[config.mk]
export PLATFORM = sky130hd
export DESIGN_NAME = output_port_allocator
export DESIGN_NICKNAME = d
export VERILOG_FILES = /design/src/rtl/output_port_allocator.sv
export SDC_FILE = /design/constraint.sdc
export NUM_CORES = 1
export LEC_CHECK = 0
export CAP_MARGIN = 20
export CORE_MARGIN = 2
export CORE_UTILIZATION = 36
export CTS_CLUSTER_DIAMETER = 40
export CTS_CLUSTER_SIZE = 30
export DETAILED_ROUTE_END_ITERATION = 16
export PLACE_DENSITY_LB_ADDON = 0.15
export SYNTH_ARGS = -nofsm -noshare
export SYNTH_HDL_FRONTEND = slang
export SYNTH_SLANG_ARGS = --single-unit
[constraint.sdc]
create_clock -name clk_i -period 4.6 [get_ports clk_i]
set_input_delay 0.92 -clock clk_i [delete_from_list [all_inputs] [get_ports clk_i]]
set_output_delay 0.92 -clock clk_i [all_outputs]
set_load 0.02 [all_outputs]
[src/rtl/output_port_allocator.sv]
// Output port allocator: locks one upstream grant per packet and forwards its
// flits through a single registered output stage until the tail flit.
//
// Optional feature: define OUTPUT_PORT_ALLOCATOR_TIMEOUT_EN to add a stall
// watchdog that releases the lock after TIMEOUT cycles without a transfer.
//
// Ports:
//   clk_i, rst_i  - clock (rising edge), synchronous active-high reset
//   req_i         - per-input request (same vector seen by the upstream arbiter)
//   grant_i       - one-hot grant from the upstream static priority arbiter
//   data_i        - per-input flit data, input k at [k*DATA_W +: DATA_W]
//   valid_i       - per-input flit valid
//   last_i        - per-input tail marker, qualified by valid_i
//   ready_o       - per-input flit accept (combinational from registered state)
//   data_o        - registered output flit
//   valid_o       - registered output valid
//   last_o        - registered output tail marker
//   ready_i       - downstream accept
//   lock_o        - currently held one-hot grant, zero when unlocked
//   timeout_o     - one-cycle pulse when the watchdog releases the lock
module output_port_allocator #(
    parameter int unsigned IN_N    = 5,
    parameter int unsigned DATA_W  = 8,
    parameter int unsigned TIMEOUT = 16
) (
    input  logic                   clk_i,
    input  logic                   rst_i,
    input  logic [IN_N-1:0]        req_i,
    input  logic [IN_N-1:0]        grant_i,
    input  logic [IN_N*DATA_W-1:0] data_i,
    input  logic [IN_N-1:0]        valid_i,
    input  logic [IN_N-1:0]        last_i,
    output logic [IN_N-1:0]        ready_o,
    output logic [DATA_W-1:0]      data_o,
    output logic                   valid_o,
    output logic                   last_o,
    input  logic                   ready_i,
    output logic [IN_N-1:0]        lock_o,
    output logic                   timeout_o
);

    typedef enum logic {
        IDLE   = 1'b0,
        LOCKED = 1'b1
    } state_t;

    state_t              state_q;
    state_t              state_d;
    logic [IN_N-1:0]     lock_d;
    logic [DATA_W-1:0]   data_d;
    logic                valid_d;
    logic                last_d;
    logic [IN_N-1:0]     take;
    logic                xfer;
    logic [DATA_W-1:0]   sel_data;
    logic                sel_last;

    // req_i is only meaningful to the upstream arbiter; grant_i carries the decision
    logic unused_cfg;
    assign unused_cfg = ^{req_i, 32'(TIMEOUT)};

    // Accept only on the locked input, and only when the output stage can take a flit
    assign ready_o = lock_o & {IN_N{~valid_o | ready_i}};
    assign take    = valid_i & ready_o;
    assign xfer    = |take;

    // Lock is one-hot, so an OR-mux over accepted inputs selects the single source
    always_comb begin
        sel_data = '0;
        sel_last = 1'b0;
        for (int k = 0; k < int'(IN_N); k++) begin
            if (take[k]) begin
                sel_data = sel_data | data_i[k*DATA_W +: DATA_W];
                sel_last = sel_last | last_i[k];
            end
        end
    end

`ifdef OUTPUT_PORT_ALLOCATOR_TIMEOUT_EN
    localparam int unsigned CNT_W = (TIMEOUT > 1) ? $clog2(TIMEOUT) : 1;

    logic [CNT_W-1:0] cnt_q;
    logic [CNT_W-1:0] cnt_d;
    logic             timeout_d;
    logic             expired;

    assign expired = (cnt_q == CNT_W'(TIMEOUT - 1));
`endif

    // Next-state and output-register logic
    always_comb begin
        state_d = state_q;
        lock_d  = lock_o;
        data_d  = data_o;
        last_d  = last_o;
        // Downstream drain clears the stage unless a new flit loads below
        valid_d = valid_o & ~ready_i;
`ifdef OUTPUT_PORT_ALLOCATOR_TIMEOUT_EN
        cnt_d     = cnt_q;
        timeout_d = 1'b0;
`endif
        case (state_q)
            IDLE: begin
                if (|grant_i) begin
                    state_d = LOCKED;
                    lock_d  = grant_i;
`ifdef OUTPUT_PORT_ALLOCATOR_TIMEOUT_EN
                    cnt_d   = '0;
`endif
                end
            end
            LOCKED: begin
                if (xfer) begin
                    data_d  = sel_data;
                    last_d  = sel_last;
                    valid_d = 1'b1;
`ifdef OUTPUT_PORT_ALLOCATOR_TIMEOUT_EN
                    cnt_d   = '0;
`endif
                    if (sel_last) begin
                        state_d = IDLE;
                        lock_d  = '0;
                    end
                end
`ifdef OUTPUT_PORT_ALLOCATOR_TIMEOUT_EN
                else if (expired) begin
                    // Stalled source: give the output back without touching the flit stage
                    state_d   = IDLE;
                    lock_d    = '0;
                    cnt_d     = '0;
                    timeout_d = 1'b1;
                end else begin
                    cnt_d = cnt_q + CNT_W'(1);
                end
`endif
            end
            default: begin
                state_d = IDLE;
                lock_d  = '0;
            end
        endcase
    end

    // State and output registers
    always_ff @(posedge clk_i) begin
        if (rst_i) begin
            state_q <= IDLE;
            lock_o  <= '0;
            data_o  <= '0;
            valid_o <= 1'b0;
            last_o  <= 1'b0;
`ifdef OUTPUT_PORT_ALLOCATOR_TIMEOUT_EN
            cnt_q     <= '0;
            timeout_o <= 1'b0;
`endif
        end else begin
            state_q <= state_d;
            lock_o  <= lock_d;
            data_o  <= data_d;
            valid_o <= valid_d;
            last_o  <= last_d;
`ifdef OUTPUT_PORT_ALLOCATOR_TIMEOUT_EN
            cnt_q     <= cnt_d;
            timeout_o <= timeout_d;
`endif
        end
    end

`ifndef OUTPUT_PORT_ALLOCATOR_TIMEOUT_EN
    assign timeout_o = 1'b0;
`endif

endmodule

==> impl_metrics.yaml <==
worst_setup_path:
  worstPathCellList: "clkdlybuf4s50_1 > nand2b_1 > and2_1 > clkdlybuf4s50_1"
  slowest_delay_ps: 600
  ff2ff_path_depth: 6
  crit_top_cell: "clkdlybuf4s50_1"
  cp-end-kind: "output pin"
  crit_slowest_cell: "clkdlybuf4s50_1"
  worstSetupStartpointType: "input port"
  criticalPathCategory: "input port to output pin"
  cp.required_ps: 3680
  worstPathArrival_ps: 2480
  crit_fanout: 8
clock_network:
  clockBufferDepth: 2
  cts_tree: "yes"
  root_buffer: "clkbuf_4"
  cts_resized: 0
  cts_inserted_buffers: 3
  h-tree-depth: 1
  clk_pin_slew_worst_paths_ps: 90
  cts_num_sinks: 16
  ctsHoldBuffers: 0
  clkLatencyLatePin_ps: 290
  cts_setup_buffers: 0
sta:
  hold_viol: 0
  tns_ps: 0
  timing.fmax_ghz: 0.2944
  setup_ws_ps: 1203
  period_share_pct: 73.85
  tightest_slew_ps: 708.1
  slew_viol_final: 0
  min_period_ps: 3397
  max-slew-margin-rel_pct: 52.65
  finalSetupViolations: 0
  skew_ps: 4.534
  rsz0062_at_grt: "no"
place:
  hpwl_mm: 2.860
  dpl_worst_slack_ps: 1206
  portBuffers: 77
  placed_area_um2: 1812
  gp_congestion: 0.7327
floorplanning:
  row_count: 19
  core_um2: 2781
  floorplan.io_pins: 84
  die_w_um: 58.45
  initial_utilization_pct: 38.37
  die_area_um2: 3416
  die_y_um: 58.45
yosys:
  synthArstFlopShare_pct: 0
  syn_inst: 137
  avgSynthCellArea_um2: 7.790
  ys_ff_latch: 16
  ys.flop_type: "dfxtp_1"
  synth_top_area_share_pct: 30.01
  synthDistinctLibCells: 30
  synth-edff-count: 0
  syn-num-nets: 200
  netlist_area_um2: 1067
  synth.yosys.seq_area_share_pct: 30.01
  yosys_warnings: 0
  synth_top_area_cell: "dfxtp_1"
  synth.area.top_cells: "dfxtp_1 (30%), nand3_1 (16%), nor3_2 (7.5%)"
layout:
  fillCellCount: 252
  final_util_pct: 66.44
  stdcell_area_um2: 1848
  drive_gt1_share_pct: 7.767
  multiInputGateArea_um2: 674.4
  diodes: 0
  seq_area_um2: 320.3
  syn_to_final_growth_pct: 73.15
  fin_nets: 270
pwr:
  power.leakage_nw: 0.6616
  ir_drop_uv: 199.4
  power_density_nw_per_um2: 222.7
  p_total_mw: 0.4115
grt:
  grt_antenna_before_repair: 0
  grt_use_total_pct: 21.49
  grt_pass1_wl_mm: 5.678
  grt_max_degree: 39
  grt_overflow: 0
  grt_pass1_vias: 1232
route:
  drcViolationCount: 0
  dr.pass1.iters: 4
  vias: 1312
  vias_per_cell: 5.536
  wl_per_cell_um: 15.69
  drtAntennaViolNets: 0
  drt-total-wl_mm: 3.718
  drtIter0Drc: 79
hold_path:
  holdPathStages: 2
  hp-class: "flop to flop"
run_status:
  outcome: "finished, final reports clean"
job:
  max_cap_violations: 0
[sequential cells by signal, indices dropped and copies added, names as in the netlist]
signal / cells
data_o: 8
last_o: 1
lock_o: 5
state_q: 1
valid_o: 1
[metrics by stage]
stage	cells	hold slack, ps
floorplan	137	576.0
global placement	233	484.7
detailed placement	233	484.9
CTS	237	506.3
global route	237	537.8
finish	237	502.5
[cell usage after synthesis, types with 2 or more instances]
master,count
clkbuf_1,3
nand2_1,6
nor2_1,9
buf_6,2
nand3_1,34
a211oi_1,8
o21ai_0,4
dfxtp_1,16
buf_2,4
and2_1,9
and3_1,2
nor3_1,2
nor3_2,8
buf_1,3
nand3b_1,5
nand4_1,8
[metal layers]
layer / global-route usage, % / vias to the layer above / share of wire (%)
met3: 4.396 / 4 / 8.1
met2: 39.81 / 57 / 51
li1: - / 641 / -
met4: 3.322 / 0 / 0.91
met5: 0 / - / 0
met1: 25.81 / 610 / 40
[final timing paths]
kind                  start  slack [ps]          to
setup reg to reg    valid_o        2330   lock_o[4]
hold reg to reg   data_o[6]         500   data_o[6]
hold / removal    data_o[6]         500   data_o[6]
setup / recovery    ready_i        1200  ready_o[2]
[area by class of cell]
class / instances / area share [%]
Multi-Input combinational cell: 108 / 36.49
Clock buffer: 4 / 1.963
Sequential cell: 16 / 17.33
Tap cell: 31 / 2.099
Timing Repair Buffer: 78 / 42.11
[where the power goes]
| group | switching [mW] | internal [mW] |
|---|---|---|
| combinational | 0.0713 | 0.0886 |
| sequential | 0.00800 | 0.150 |
| clock | 0.0451 | 0.0482 |
| total | 0.124 | 0.287 |
[layout by cell type (no fill, tap or decap), drive strengths merged]
master,n
a211oi,8
o21ba,1
nand4,8
clkdlybuf4s50,77
buf,1
conb,1
nand3,34
nand2,6
and2,10
a211o,1
dfxtp,16
a21oi,1
o21ai,5
o311a,1
nand2b,1
clkbuf,4
nor2,9
nand3b,5
or4,1
and3,2
o311ai,1
o21bai,1
a31oi,1
nor3,10
a41oi,1
[cells by family after synthesis]
logic type,count (synthesis),share of synthesized area (%)
compound gates,21,16.41
buf+inv,13,6.800
flops,16,30.01
other cells,1,0.3514
simple gates,86,46.42
[critical path, delay by kind of cell]
kind          cells  cell delay (ps)
buf+inv           2             1060
simple gates      2              490
Power figures use the tool's default switching activity.
